## config.mk

```make
export PLATFORM = sky130hd
export DESIGN_NAME = alu_driver
export DESIGN_NICKNAME = d
export VERILOG_FILES = /design/src/rtl/alu_pkg.sv /design/src/rtl/alu_rsp_fifo.sv /design/src/rtl/alu_driver.sv
export SDC_FILE = /design/constraint.sdc
export NUM_CORES = 1
export LEC_CHECK = 0
export ABC_AREA = 0
export ABC_CLOCK_PERIOD_IN_PS = 2950
export BUFFER_PORTS_ARGS = -buffer_cell sky130_fd_sc_hd__clkbuf_2
export CAP_MARGIN = 5
export CELL_PAD_IN_SITES_DETAIL_PLACEMENT = 0
export CELL_PAD_IN_SITES_GLOBAL_PLACEMENT = 1
export CORE_ASPECT_RATIO = 0.6
export CORE_MARGIN = 2
export CORE_UTILIZATION = 45
export CTS_BUF_LIST = sky130_fd_sc_hd__clkbuf_4
export DETAILED_ROUTE_END_ITERATION = 10
export HOLD_SLACK_MARGIN = 0.15
export MAX_ROUTING_LAYER = met4
export PLACE_DENSITY_LB_ADDON = 0.1
export SYNTH_ARGS = -nofsm -noshare
export SYNTH_HDL_FRONTEND = slang
export SYNTH_HIERARCHICAL = 1
export SYNTH_SLANG_ARGS = --single-unit
```

## constraint.sdc

```tcl
create_clock -name clk -period 2.95 [get_ports clk]
set_clock_uncertainty 0.1 [all_clocks]
set_input_delay 0.4425 -clock clk [delete_from_list [all_inputs] [get_ports clk]]
set_output_delay 0.4425 -clock clk [all_outputs]
set_load 0.05 [all_outputs]
```

## src/rtl/alu_pkg.sv

```systemverilog
// Shared ALU op encoding and the default-width response record.
package alu_pkg;

  localparam int ALU_W     = 32;
  localparam int ALU_TAG_W = 4;

  typedef enum logic [1:0] {
    ALU_ADD = 2'b00,
    ALU_SUB = 2'b01,
    ALU_AND = 2'b10,
    ALU_OR  = 2'b11
  } op_t;

  typedef struct packed {
    logic [ALU_W-1:0]     data;
    op_t                  op;
    logic [ALU_TAG_W-1:0] tag;
  } alu_rsp_t;

endpackage

```

## src/rtl/alu_rsp_fifo.sv

```systemverilog
// Show-ahead synchronous FIFO holding captured ALU responses; count feeds the credit logic.
module alu_rsp_fifo #(
  parameter int W     = 38,
  parameter int DEPTH = 4,
  localparam int AW   = $clog2(DEPTH),
  localparam int CW   = $clog2(DEPTH+1)
) (
  input  logic          clk,
  input  logic          rst,
  input  logic          push,
  input  logic [W-1:0]  din,
  input  logic          pop,
  output logic [W-1:0]  dout,
  output logic          empty,
  output logic [CW-1:0] count
);

  logic [W-1:0]  mem [DEPTH];
  logic [AW-1:0] wr_ptr, rd_ptr;
  logic [CW-1:0] cnt;
  logic          full, do_push, do_pop;

  assign full    = (cnt == CW'(DEPTH));
  assign empty   = (cnt == '0);
  assign do_pop  = pop && !empty;
  assign do_push = push && (!full || do_pop);
  assign dout    = mem[rd_ptr];
  assign count   = cnt;

  always_ff @(posedge clk) begin
    if (rst) begin
      wr_ptr <= '0;
      rd_ptr <= '0;
      cnt    <= '0;
    end else begin
      if (do_push) wr_ptr <= wr_ptr + AW'(1);
      if (do_pop)  rd_ptr <= rd_ptr + AW'(1);
      cnt <= cnt + CW'(do_push) - CW'(do_pop);
    end
  end

  always_ff @(posedge clk)
    if (do_push) mem[wr_ptr] <= din;

  // Credit upstream should make this impossible; a hit means the credit math broke.
  a_no_overflow: assert property (@(posedge clk) disable iff (rst) !(push && full && !pop));

endmodule

```

## src/rtl/alu_driver.sv

```systemverilog
// Drives registered operands into a fixed-latency ALU and returns tagged results in order.
module alu_driver
  import alu_pkg::*;
#(
  parameter int WIDTH   = 32,
  parameter int LATENCY = 1,
  parameter int DEPTH   = 4,
  parameter int TAG_W   = 4
) (
  input  logic             clk,
  input  logic             rst,
  input  logic             req_valid,
  output logic             req_ready,
  input  logic [WIDTH-1:0] req_a,
  input  logic [WIDTH-1:0] req_b,
  input  logic [1:0]       req_op,
  input  logic [TAG_W-1:0] req_tag,
  output logic [WIDTH-1:0] alu_a,
  output logic [WIDTH-1:0] alu_b,
  output logic [1:0]       alu_op,
  input  logic [WIDTH-1:0] alu_s,
  output logic             rsp_valid,
  input  logic             rsp_ready,
  output logic [WIDTH-1:0] rsp_data,
  output logic [1:0]       rsp_op,
  output logic [TAG_W-1:0] rsp_tag,
  output logic             busy
);

  localparam int STAGES = LATENCY;
  localparam int CW     = $clog2(DEPTH+1);
  localparam int OW     = $clog2(DEPTH+LATENCY+2);

  typedef struct packed {
    logic [WIDTH-1:0] data;
    op_t              op;
    logic [TAG_W-1:0] tag;
  } ent_t;

  logic [STAGES:0]            vld_pipe;
  logic [STAGES:0][1:0]       op_pipe;
  logic [STAGES:0][TAG_W-1:0] tag_pipe;
  logic                       accept, pop, empty;
  logic [CW-1:0]              fifo_cnt;
  logic [OW-1:0]              n_fly, outstanding;
  ent_t                       fifo_din, fifo_dout;

  assign accept = req_valid && req_ready;

  always_ff @(posedge clk) begin
    if (rst) begin
      alu_a    <= '0;
      alu_b    <= '0;
      alu_op   <= '0;
      vld_pipe <= '0;
    end else begin
      if (accept) begin
        alu_a  <= req_a;
        alu_b  <= req_b;
        alu_op <= req_op;
      end
      vld_pipe <= {vld_pipe[STAGES-1:0], accept};
    end
  end

  // Side-band rides alongside the valid bits; only valid slots are ever consumed.
  always_ff @(posedge clk) begin
    op_pipe  <= {op_pipe[STAGES-1:0], req_op};
    tag_pipe <= {tag_pipe[STAGES-1:0], req_tag};
  end

  assign fifo_din = '{data: alu_s, op: op_t'(op_pipe[STAGES]), tag: tag_pipe[STAGES]};

  alu_rsp_fifo #(.W($bits(ent_t)), .DEPTH(DEPTH)) u_fifo (
    .clk   (clk),
    .rst   (rst),
    .push  (vld_pipe[STAGES]),
    .din   (fifo_din),
    .pop   (pop),
    .dout  (fifo_dout),
    .empty (empty),
    .count (fifo_cnt)
  );

  always_comb begin
    n_fly = '0;
    for (int i = 0; i <= STAGES; i++) n_fly = n_fly + OW'(vld_pipe[i]);
  end

  assign outstanding = n_fly + OW'(fifo_cnt);
  assign req_ready   = !rst && (outstanding < OW'(DEPTH));
  assign busy        = (outstanding != '0);

  assign rsp_valid = !empty;
  assign pop       = rsp_valid && rsp_ready;
  assign rsp_data  = fifo_dout.data;
  assign rsp_op    = fifo_dout.op;
  assign rsp_tag   = fifo_dout.tag;

endmodule

```

==> impl_metrics.json <==
{
  "status": "finished clean",
  "core_um2": 20000,
  "drc": 0,
  "syn_to_final_growth_pct": 35.4,
  "initial_core_util_pct": 45.8,
  "rr_worst_depth": 11,
  "num-nets-final": 1037,
  "maxCapViolCount": 0,
  "die_area_um2": 21500,
  "max_freq_mhz": 361,
  "crit_top_cell": "inv_1",
  "hold_path.class": "reg -> reg",
  "n_fill_cell": 1565,
  "rows": 40,
  "min_from": "tag_pipe[1]$_DFF_P_",
  "p_leak_nw": 4.68,
  "startpoint_type": "flip-flop",
  "period_share_pct": 93.8,
  "final_cells": 1243,
  "cts_root_buffer": "clkbuf_4",
  "cpMaxStageDelayCell": "fa_1",
  "antenna_found_initial": 0,
  "cts_buffers": 57,
  "fin_util_pct": 62.0,
  "ys_seq_area_share_pct": 69.4,
  "cp_slowest_stage_delay_ns": 0.42,
  "globalRoute.totalOverflow": 0,
  "htreeDepth": 2,
  "dp.final_hpwl_um": 11800,
  "synth_area_per_cell_um2": 15.9,
  "critPathArrivalTime_ns": 2.22,
  "path_buf_inv": 3,
  "synth_cell_types": 31,
  "path_cells": "inv_1 -> fa_1 -> inv_1 -> ha_4 -> xnor2_4 -> nor2b_4 -> clkbuf_8",
  "required_ns": 2.41,
  "powerDensity_nw_per_um2": 722,
  "critPathMaxFanout": 4,
  "reg2reg_from": "u_fifo/count[2]$_SDFF_PP0_",
  "finalSetupViolCount": 0,
  "cts_tree": "built",
  "drive_gt1_share_pct": 38.5,
  "synth_fa_ha_area_share_pct": 1.40,
  "antennaDiodeCount": 0,
  "io-pin-count": 213,
  "synth_top_family_by_area": "simple AND/OR/NAND/NOR gates",
  "synthSimpleGateAreaFrac_pct": 12.2,
  "whs_path_depth": 0,
  "gp_congestion": 0.732,
  "synth_top_area_share_pct": 49.9,
  "cp_top_family": "adder cells",
  "grt_usage_pct": 19.8,
  "synth.area.mux_share_pct": 9.63,
  "die_h_um": 114,
  "place_inst": 1030,
  "wl_per_cell_um": 16.5,
  "dr.pass1.iters": 4,
  "path_clk_slew_ns": 0.08,
  "ys_warn_count": 6,
  "end_kind": "output port",
  "die_w_um": 188,
  "synth-seq-cells": 241,
  "yosys.area_share.xor_xnor_pct": 0.465,
  "layout_commonest_cell": "clkbuf_2",
  "post-synth-top-area-cell": "edfxtp_1",
  "slew_violations": 0,
  "ir_worst_vdd_v": 0.000483,
  "worstSetupPathType": "reg -> out",
  "grt_max_degree": 144,
  "vias_per_cell": 4.92,
  "dpl_worst_slack_ns": 0.250,
  "syn_nets": 690,
  "r2r_end": "u_fifo/count[2]$_SDFF_PP0_",
  "hold_end": "fifo_din[1]$_DFF_P_",
  "drt_wl_total_um": 20500,
  "hold_viol": 0,
  "min_period_ns": 2.77,
  "grt_setup_unrepaired": "false",
  "syn_inst": 575,
  "drtIter0Drc": 348,
  "syn_area_um2": 9140,
  "fin_tns_setup_ns": 0,
  "grt_pass1_wl_um": 32600,
  "synth_area_leaders": "edfxtp_1 50%, dfxtp_1 19%, mux4_2 9.4%",
  "slew_headroom_pct": 57.9,
  "vias": 6120,
  "clkSinkCount": 241,
  "clockBufferDepth": 3,
  "grt_pass1_vias": 6457,
  "final_cell_mix": "211 x clkbuf_2, 152 x edfxtp_1, 104 x dlygate4sd3_1",
  "worst-r2r-setup-slack_ns": 0.26,
  "timing.critical_path.from": "vld_pipe[0]$_SDFF_PP0_",
  "synth_compound_area_share_pct": 3.93,
  "ant_nets": 0,
  "tightest_slew_ns": 0.631,
  "portBuffers": 212,
  "clk_latency_ns": 0.66,
  "timing.hold.ws_ns": 0.219,
  "final.setup.worst_slack_ns": 0.183
}
report_power, final:
part	switching, mW	internal (mW)
sequential	0.141	3.83
clock	1.30	1.39
combinational	1.58	0.693
routing by layer:
layer | vias to the layer above | GRT usage, % | wire length (um)
li1 | 2920 | - | -
met1 | 2998 | 25.7 | 9370
met2 | 180 | 31.0 | 9870
met3 | 22 | 4.75 | 1070
met4 | 0 | 6.35 | 250
met5 | - | - | 0
what timing repair did:
| action | in CTS | in global routing |
|---|---|---|
| hold buffers | 104 | 0 |
| pin swaps | 1 | 0 |
| buffers inserted | 2 | 0 |
| gates resized for setup | 6 | 3 |
| endpoints found under the setup margin | 2 | 18 |
| endpoints found under the hold margin | 203 | 0 |
flip-flops by register name, summed over array words and instances, names as in the netlist, named ones only:
| register | count |
|---|---|
| u_fifo/mem | 152 |
| alu_a | 32 |
| u_fifo/count | 3 |
| u_fifo/rd_ptr | 2 |
| alu_op | 2 |
| op_pipe | 2 |
| fifo_din | 6 |
| u_fifo/wr_ptr | 2 |
| alu_b | 32 |
| tag_pipe | 4 |
| vld_pipe | 2 |
cell type report:
class | instances | area (um^2) | share of cell area [%]
Sequential cell | 241 | 6350 | 51.3
Clock inverter | 17 | 76.3 | 0.617
Tap cell | 273 | 342 | 2.76
Multi-Input combinational cell | 277 | 2560 | 20.7
Clock buffer | 90 | 676 | 5.46
Timing Repair Buffer | 332 | 2320 | 18.7
Inverter | 13 | 48.8 | 0.394
Yosys cell counts:
cell type and number:
or3_1 1, clkbuf_1 25, dfxtp_1 89, nor2b_1 4, buf_4 4, o21ai_0 1
fa_1 2, and2_1 5, inv_2 1, buf_2 11, mux2i_1 1, nand4b_1 66
o21ai_1 66, edfxtp_1 152, inv_1 12, nand2b_1 68, mux4_2 38, nor2_1 6
xor2_1 1, ha_1 7, a21oi_1 1, nand3b_1 1, xnor2_1 2, nor3_1 1
o31ai_1 1, xnor2_2 1, mux2_4 1, nand2_1 1, and2_4 1, o41a_1 1
buf_6 4
worst max-delay path by stage:
stage	depth (start not counted)	slack, ns	endpoint
after detailed placement	11	0.25	u_fifo/count[2]$_SDFF_PP0_
after global placement	11	0.38	u_fifo/count[2]$_SDFF_PP0_
final	7	0.18	req_ready
after CTS	3	0.009	rsp_data[28]
after floorplan	11	0.43	u_fifo/count[2]$_SDFF_PP0_
after global routing	7	0.03	req_ready
stage by stage:
step                total power, mW  area [um^2]
global placement               6.14        10500
detailed placement             6.18        10500
floorplan                      5.63         9140
global route                   9.38        12400
finish                         8.94        12400
CTS                            9.06        12400
logic make-up (layout without fill, tap and decap cells):
group           count (synthesis)  count (layout)
compound gates                 70              70
simple gates                  154             154
mux                            40              40
fa+ha+maj                       9               9
buf+inv                        57             452
flops                         241             241
xor+xnor                        4               4
Power figures use the tool's default switching activity.
